File: src/rtl/i8051_pkg.sv
// Shared 8051 definitions: default code address width, opcode constants and the
// instruction length decode used by both the prefetch queue and core decode.
package i8051_pkg;

    localparam int ADDR_W_DFLT = 16;

    localparam logic [7:0] NOP         = 8'h00;
    localparam logic [7:0] INC_RN      = 8'h08;
    localparam logic [7:0] DEC_RN      = 8'h18;
    localparam logic [7:0] MOV_RN_IMM  = 8'h78;
    localparam logic [7:0] CJNE_RN_IMM = 8'hB8;

    // Register-bank opcode groups span eight codes, so only the top five bits decide length.
    function automatic logic [1:0] instr_len(input logic [7:0] opcode);
        logic [1:0] len;
        unique case (opcode[7:3])
            MOV_RN_IMM[7:3]:                      len = 2'd2;
            CJNE_RN_IMM[7:3]:                     len = 2'd3;
            NOP[7:3], INC_RN[7:3], DEC_RN[7:3]:   len = 2'd1;
            default:                              len = 2'd1;
        endcase
        return len;
    endfunction

endpackage

File: src/rtl/i8051_byte_fifo.sv
// DEPTH-entry byte FIFO with a 1-3 byte pop, a three-entry head peek and a
// synchronous flush that takes priority over push and pop.
module i8051_byte_fifo #(
    parameter int DEPTH = 4
) (
    input  logic                     clk,
    input  logic                     rst_n,
    input  logic                     flush,
    input  logic                     push,
    input  logic [7:0]               push_data,
    input  logic                     pop,
    input  logic [1:0]               pop_len,
    output logic [$clog2(DEPTH):0]   count,
    output logic [7:0]               peek0,
    output logic [7:0]               peek1,
    output logic [7:0]               peek2
);

    localparam int PTR_W = $clog2(DEPTH);

    logic [7:0]       mem [DEPTH];
    logic [PTR_W-1:0] rd_ptr;
    logic [PTR_W-1:0] wr_ptr;
    logic [PTR_W-1:0] rd_ptr1;
    logic [PTR_W-1:0] rd_ptr2;
    logic [PTR_W:0]   pop_cnt;

    assign pop_cnt = pop ? (PTR_W+1)'(pop_len) : '0;
    assign rd_ptr1 = rd_ptr + PTR_W'(1);
    assign rd_ptr2 = rd_ptr + PTR_W'(2);

    always_ff @(posedge clk or negedge rst_n) begin
        if (!rst_n) begin
            rd_ptr <= '0;
            wr_ptr <= '0;
            count  <= '0;
        end else if (flush) begin
            rd_ptr <= '0;
            wr_ptr <= '0;
            count  <= '0;
        end else begin
            if (push)
                wr_ptr <= wr_ptr + PTR_W'(1);
            if (pop)
                rd_ptr <= rd_ptr + PTR_W'(pop_len);
            count <= count + (PTR_W+1)'(push) - pop_cnt;
        end
    end

    always_ff @(posedge clk) begin
        if (push && !flush)
            mem[wr_ptr] <= push_data;
    end

    assign peek0 = mem[rd_ptr];
    assign peek1 = mem[rd_ptr1];
    assign peek2 = mem[rd_ptr2];

endmodule

File: src/rtl/i8051_prefetch_queue.sv
// 8051 instruction prefetch: streams code bytes into a byte FIFO and presents whole
// instructions to the core. Define I8051_PF_STATS_EN for stat_instr/stat_flush counters.
//
// state | meaning
// RUN   | normal fetch; each return is pushed into the queue
// KILL  | cycle after a redirect; drops the in-flight return, fetches at redirect_pc
module i8051_prefetch_queue
    import i8051_pkg::*;
#(
    parameter int DEPTH  = 4,
    parameter int ADDR_W = ADDR_W_DFLT
) (
    input  logic              clk,
    input  logic              rst_n,
    output logic              imem_rd,
    output logic [ADDR_W-1:0] imem_addr,
    input  logic [7:0]        imem_rdata,
    input  logic              redirect,
    input  logic [ADDR_W-1:0] redirect_pc,
    output logic              instr_valid,
    input  logic              instr_ready,
    output logic [7:0]        instr_opcode,
    output logic [7:0]        instr_op1,
    output logic [7:0]        instr_op2,
    output logic [1:0]        instr_len,
    output logic [ADDR_W-1:0] instr_pc
`ifdef I8051_PF_STATS_EN
    ,
    output logic [15:0]       stat_instr,
    output logic [15:0]       stat_flush
`endif
);

    localparam int   CNT_W   = $clog2(DEPTH) + 1;
    localparam logic ST_RUN  = 1'b0;
    localparam logic ST_KILL = 1'b1;

    logic              state;
    logic              inflight;
    logic [ADDR_W-1:0] fpc;
    logic [ADDR_W-1:0] head_pc;
    logic [CNT_W-1:0]  count;
    logic [7:0]        peek0;
    logic [7:0]        peek1;
    logic [7:0]        peek2;
    logic [1:0]        head_len;
    logic              has_room;
    logic              push;
    logic              pop;
    logic [7:0]        hold_opcode;
    logic [7:0]        hold_op1;
    logic [7:0]        hold_op2;
    logic [1:0]        hold_len;
    logic [ADDR_W-1:0] hold_pc;

    i8051_byte_fifo #(.DEPTH(DEPTH)) u_fifo (
        .clk       (clk),
        .rst_n     (rst_n),
        .flush     (redirect),
        .push      (push),
        .push_data (imem_rdata),
        .pop       (pop),
        .pop_len   (head_len),
        .count     (count),
        .peek0     (peek0),
        .peek1     (peek1),
        .peek2     (peek2)
    );

    // Outstanding reads reserve a slot so a return can never find the queue full.
    assign has_room    = ({1'b0, count} + (CNT_W+1)'(inflight)) < (CNT_W+1)'(DEPTH);
    assign imem_rd     = rst_n && (state == ST_KILL || has_room);
    assign imem_addr   = fpc;
    assign push        = inflight && (state == ST_RUN);
    assign head_len    = i8051_pkg::instr_len(peek0);
    assign instr_valid = count >= CNT_W'(head_len);
    assign pop         = instr_valid && instr_ready && !redirect;

    always_ff @(posedge clk or negedge rst_n) begin
        if (!rst_n) begin
            state    <= ST_RUN;
            inflight <= 1'b0;
            fpc      <= '0;
            head_pc  <= '0;
        end else begin
            inflight <= imem_rd;
            if (redirect) begin
                state   <= ST_KILL;
                fpc     <= redirect_pc;
                head_pc <= redirect_pc;
            end else begin
                state <= ST_RUN;
                if (imem_rd)
                    fpc <= fpc + ADDR_W'(1);
                if (pop)
                    head_pc <= head_pc + ADDR_W'(head_len);
            end
        end
    end

    // An empty queue shows the last presented instruction; operand bytes not yet
    // arrived or beyond the instruction length read as 00.
    always_comb begin
        instr_opcode = hold_opcode;
        instr_op1    = hold_op1;
        instr_op2    = hold_op2;
        instr_len    = hold_len;
        instr_pc     = hold_pc;
        if (count != '0) begin
            instr_opcode = peek0;
            instr_len    = head_len;
            instr_op1    = (head_len >= 2'd2 && count >= CNT_W'(2)) ? peek1 : 8'h00;
            instr_op2    = (head_len == 2'd3 && count >= CNT_W'(3)) ? peek2 : 8'h00;
            instr_pc     = head_pc;
        end
    end

    always_ff @(posedge clk or negedge rst_n) begin
        if (!rst_n) begin
            hold_opcode <= 8'h00;
            hold_op1    <= 8'h00;
            hold_op2    <= 8'h00;
            hold_len    <= 2'd1;
            hold_pc     <= '0;
        end else begin
            hold_opcode <= instr_opcode;
            hold_op1    <= instr_op1;
            hold_op2    <= instr_op2;
            hold_len    <= instr_len;
            hold_pc     <= instr_pc;
        end
    end

`ifdef I8051_PF_STATS_EN
    always_ff @(posedge clk or negedge rst_n) begin
        if (!rst_n) begin
            stat_instr <= '0;
            stat_flush <= '0;
        end else begin
            if (pop && stat_instr != 16'hFFFF)
                stat_instr <= stat_instr + 16'd1;
            if (redirect && stat_flush != 16'hFFFF)
                stat_flush <= stat_flush + 16'd1;
        end
    end
`endif

endmodule

File: config.mk
export PLATFORM = sky130hd
export DESIGN_NAME = i8051_prefetch_queue
export DESIGN_NICKNAME = d
export VERILOG_FILES = /design/src/rtl/i8051_pkg.sv /design/src/rtl/i8051_byte_fifo.sv /design/src/rtl/i8051_prefetch_queue.sv
export SDC_FILE = /design/constraint.sdc
export NUM_CORES = 1
export LEC_CHECK = 0
export CAP_MARGIN = 20
export CORE_MARGIN = 4
export CORE_UTILIZATION = 36
export DETAILED_ROUTE_END_ITERATION = 6
export GPL_TIMING_DRIVEN = 0
export PLACE_DENSITY_LB_ADDON = 0.1
export SETUP_SLACK_MARGIN = 0.5
export SKIP_LAST_GASP = 1
export SYNTH_ARGS = -nofsm -noshare
export SYNTH_HDL_FRONTEND = slang
export SYNTH_SLANG_ARGS = --single-unit
File: constraint.sdc
create_clock -name clk -period 11.25 [get_ports clk]
set_input_delay 1.125 -clock clk [delete_from_list [all_inputs] [get_ports clk]]
set_output_delay 1.125 -clock clk [all_outputs]
set_load 0.01 [all_outputs]
==> out/results.ini <==
[logic_synthesis]
synth_edf_count=32
synth_nets=562
synth.area.mux_share_pct=9.431
synth_compound_area_share_pct=9.135
ys_seq_area_share_pct=55.47
async_flop_share_pct=72.17
ys_seq_elements=115
synth_xor_area_share_pct=3.357
synth.avg_cell_area_um2=10.56
syn-instance-count=519
syn_area_um2=5479
synth_fa_ha_area_share_pct=3.699
synth_simple_gate_area_share_pct=15.53
synth_cell_types=43
synth_top_family_by_area=simple AND/OR/NAND/NOR gates
yosys_most_used_dff=dfrtp_1
yosysWarnings=0

[global_routing]
antenna_found_initial=0
grt_usage_pct=17.56
grt.overflow.total=0
grt_max_degree=47
grt_pass1_wl_mm=23.47
grt_pass1_vias=4382

[run]
maxCapViolations=0

[outcome]
status=complete, no violations

[detailed_routing]
vias=4184
dr.pass1.iters=4
final_antenna_net_count=0
routed_wl_mm=14.73
viasPerCell=5.084
drc=0
drtIter0Drc=168
wl_per_cell_um=17.90

[floorplanning]
core_region_area_um2=14700
die-area_um2=17260
die_w_um=131.4
die_h_um=131.4
io_pins=88
initial_core_util_pct=37.27
row_count=44

[layout]
finalNetCount=669
finish.instance_area_um2=7189
final-seq-area_um2=3039
area_growth_pct=31.22
n_antenna_cell=0
final_cell_mix=nand2_1 (102), clkdlybuf4s50_1 (85), dfrtp_1 (82)
layout_commonest_cell=nand2_1
nFillCells=1374
multiInputGateArea_um2=2255
drive_gt1_share_pct=10.49

[placed_design]
gp_congestion=0.7840
place_area_um2=6603
dp_worst_setup_slack_ns=7.069
dp.final_hpwl_mm=10.71
portBuffers=86

[worst_setup_path]
start_kind=flop
crit_fanout=10
end_kind=output pin
worstPathRequired_ns=10.13
critical_path_arrival_ns=3.47
critical_path_class=flop to output pin

[timing]
timing.final.ws_setup_ns=6.659
setup_viol=0
setup_tns_ns=0
hold_violations=0
drv_slew=0
max_freq_mhz=217.8
finalClockSkew_ns=0.01013
post-route-min-period_ns=4.591
layout_worst_path_cycle_share_pct=40.81
slew_headroom_pct=49.81
rsz0062_at_grt=no
tightest_slew_ns=0.7478

[clock_tree]
cts_setup_buffers=0
cts_buffers=17
root_buffer=clkbuf_16
cts-resized-gates=0
cts_sinks=115
cts_tree=done
ctsHoldBuffers=0
h-tree-depth=4
cts_buffer_depth=2
cts.clk_slew.worst_paths_ns=0.06
clock_latency_ns=0.42

[pwr]
power_density_nw_per_um2=257.5
ir_drop_mv=0.1341
power.leakage_uw=0.002885

[worst_hold_path]
hold_path.class=flop to flop

## kinds of logic after synthesis
kind of cell,Yosys count
AOI/OAI and AO/OA,89
xor gates and xnor gates,21
adders and majority gates,15
buffers and inverters,46
DFF,115
muxes,43
and+or+nand+nor,190
## power breakdown
part	total (uW)	internal (uW)	leakage, uW	switching (uW)
clock	533	327	0.000265	206
sequential	552	512	0.00131	40.6
combinational	766	339	0.00131	426
## layout make-up
type	instances	area share [%]
plain buffers	28	1.636
clock buffers	18	5.969
clock inverters	14	2.193
inverters	18	0.9398
multi-input cells	358	31.36
flip-flops and latches	115	42.27
well taps	184	3.202
repair buffers	88	12.43
## worst paths after layout
check | to | startpoint | slack, ns | cells after the start
setup / recovery | instr_valid | u_fifo.rd_ptr[1] | 6.66 | 10
hold / removal | hold_pc[8] | hold_pc[8] | 0.46 | 2
setup reg to reg | u_fifo.count[2] | u_fifo.rd_ptr[1] | 7.04 | 19
hold reg to reg | hold_pc[8] | hold_pc[8] | 0.46 | 2
max in group asynchronous | state | rst_n | 9.91 | 2
min in group asynchronous | hold_pc[13] | rst_n | 0.71 | 1
## per-stage QoR
stage,instances,hold WS [ns],util (%),total power (uW)
after floorplan,519,0.4959,-,960.3
after global placement,789,0.4470,44.70,1324
after detailed placement,791,0.4567,44.92,1341
after CTS,823,0.4690,48.91,1881
after global routing,823,0.4892,48.91,1965
final,823,0.4603,48.91,1851
## worst max-delay path: stages, from the launching register on
cell             delay [ns]
dfrtp_1                0.33
clkbuf_1               0.35
mux4_2                 0.45
nand2b_4               0.19
nor2_1                 0.20
inv_1                  0.13
ha_1                   0.28
nand2b_1               0.14
a211o_1                0.28
buf_2                  0.18
clkdlybuf4s50_1        0.51
## sequential cells by signal, summed over array words and instances, names as in the netlist, 3 cells and up
signal and cells:
hold_op2 8, hold_op1 8, hold_pc 16, hold_opcode 8
u_fifo.count 3, head_pc 16, imem_addr 16, u_fifo.mem 32
## synth_stat cells, types with 2 or more instances
cell type,count,area share [%]
mux4_2,5,2.1
nor2b_1,3,0.34
nor2_1,34,2.3
nand4_1,5,0.57
buf_2,4,0.37
nand2_1,102,7.0
o2111ai_1,2,0.32
o211ai_1,4,0.55
inv_1,18,1.2
edfxtp_1,32,18
mux2_2,18,3.7
clkbuf_1,21,1.4
o21ai_1,9,0.82
nand2b_4,2,0.50
or3_1,13,1.5
buf_1,2,0.14
a21oi_1,25,2.3
xor2_1,3,0.48
dfrtp_1,82,37
nand3_1,9,0.82
xnor2_1,18,2.9
nand3b_1,2,0.27
mux2i_1,19,3.5
ha_1,13,3.0
fa_1,2,0.73
and3_1,8,0.91
o21ai_0,32,2.9
a31oi_1,12,1.4
nor3_1,6,0.55
## layer usage
layer  global-route usage (%)  share of wire [%]  vias up  routed length, um
li1                         -                  -     2023                  -
met1                    22.25                 45     2046               6699
met2                    28.63                 49      103               7239
met3                    5.428                4.4       12                643
met4                    6.243                1.0        0                152
met5                        0                  0        -                  0
Power figures use the tool's default switching activity.
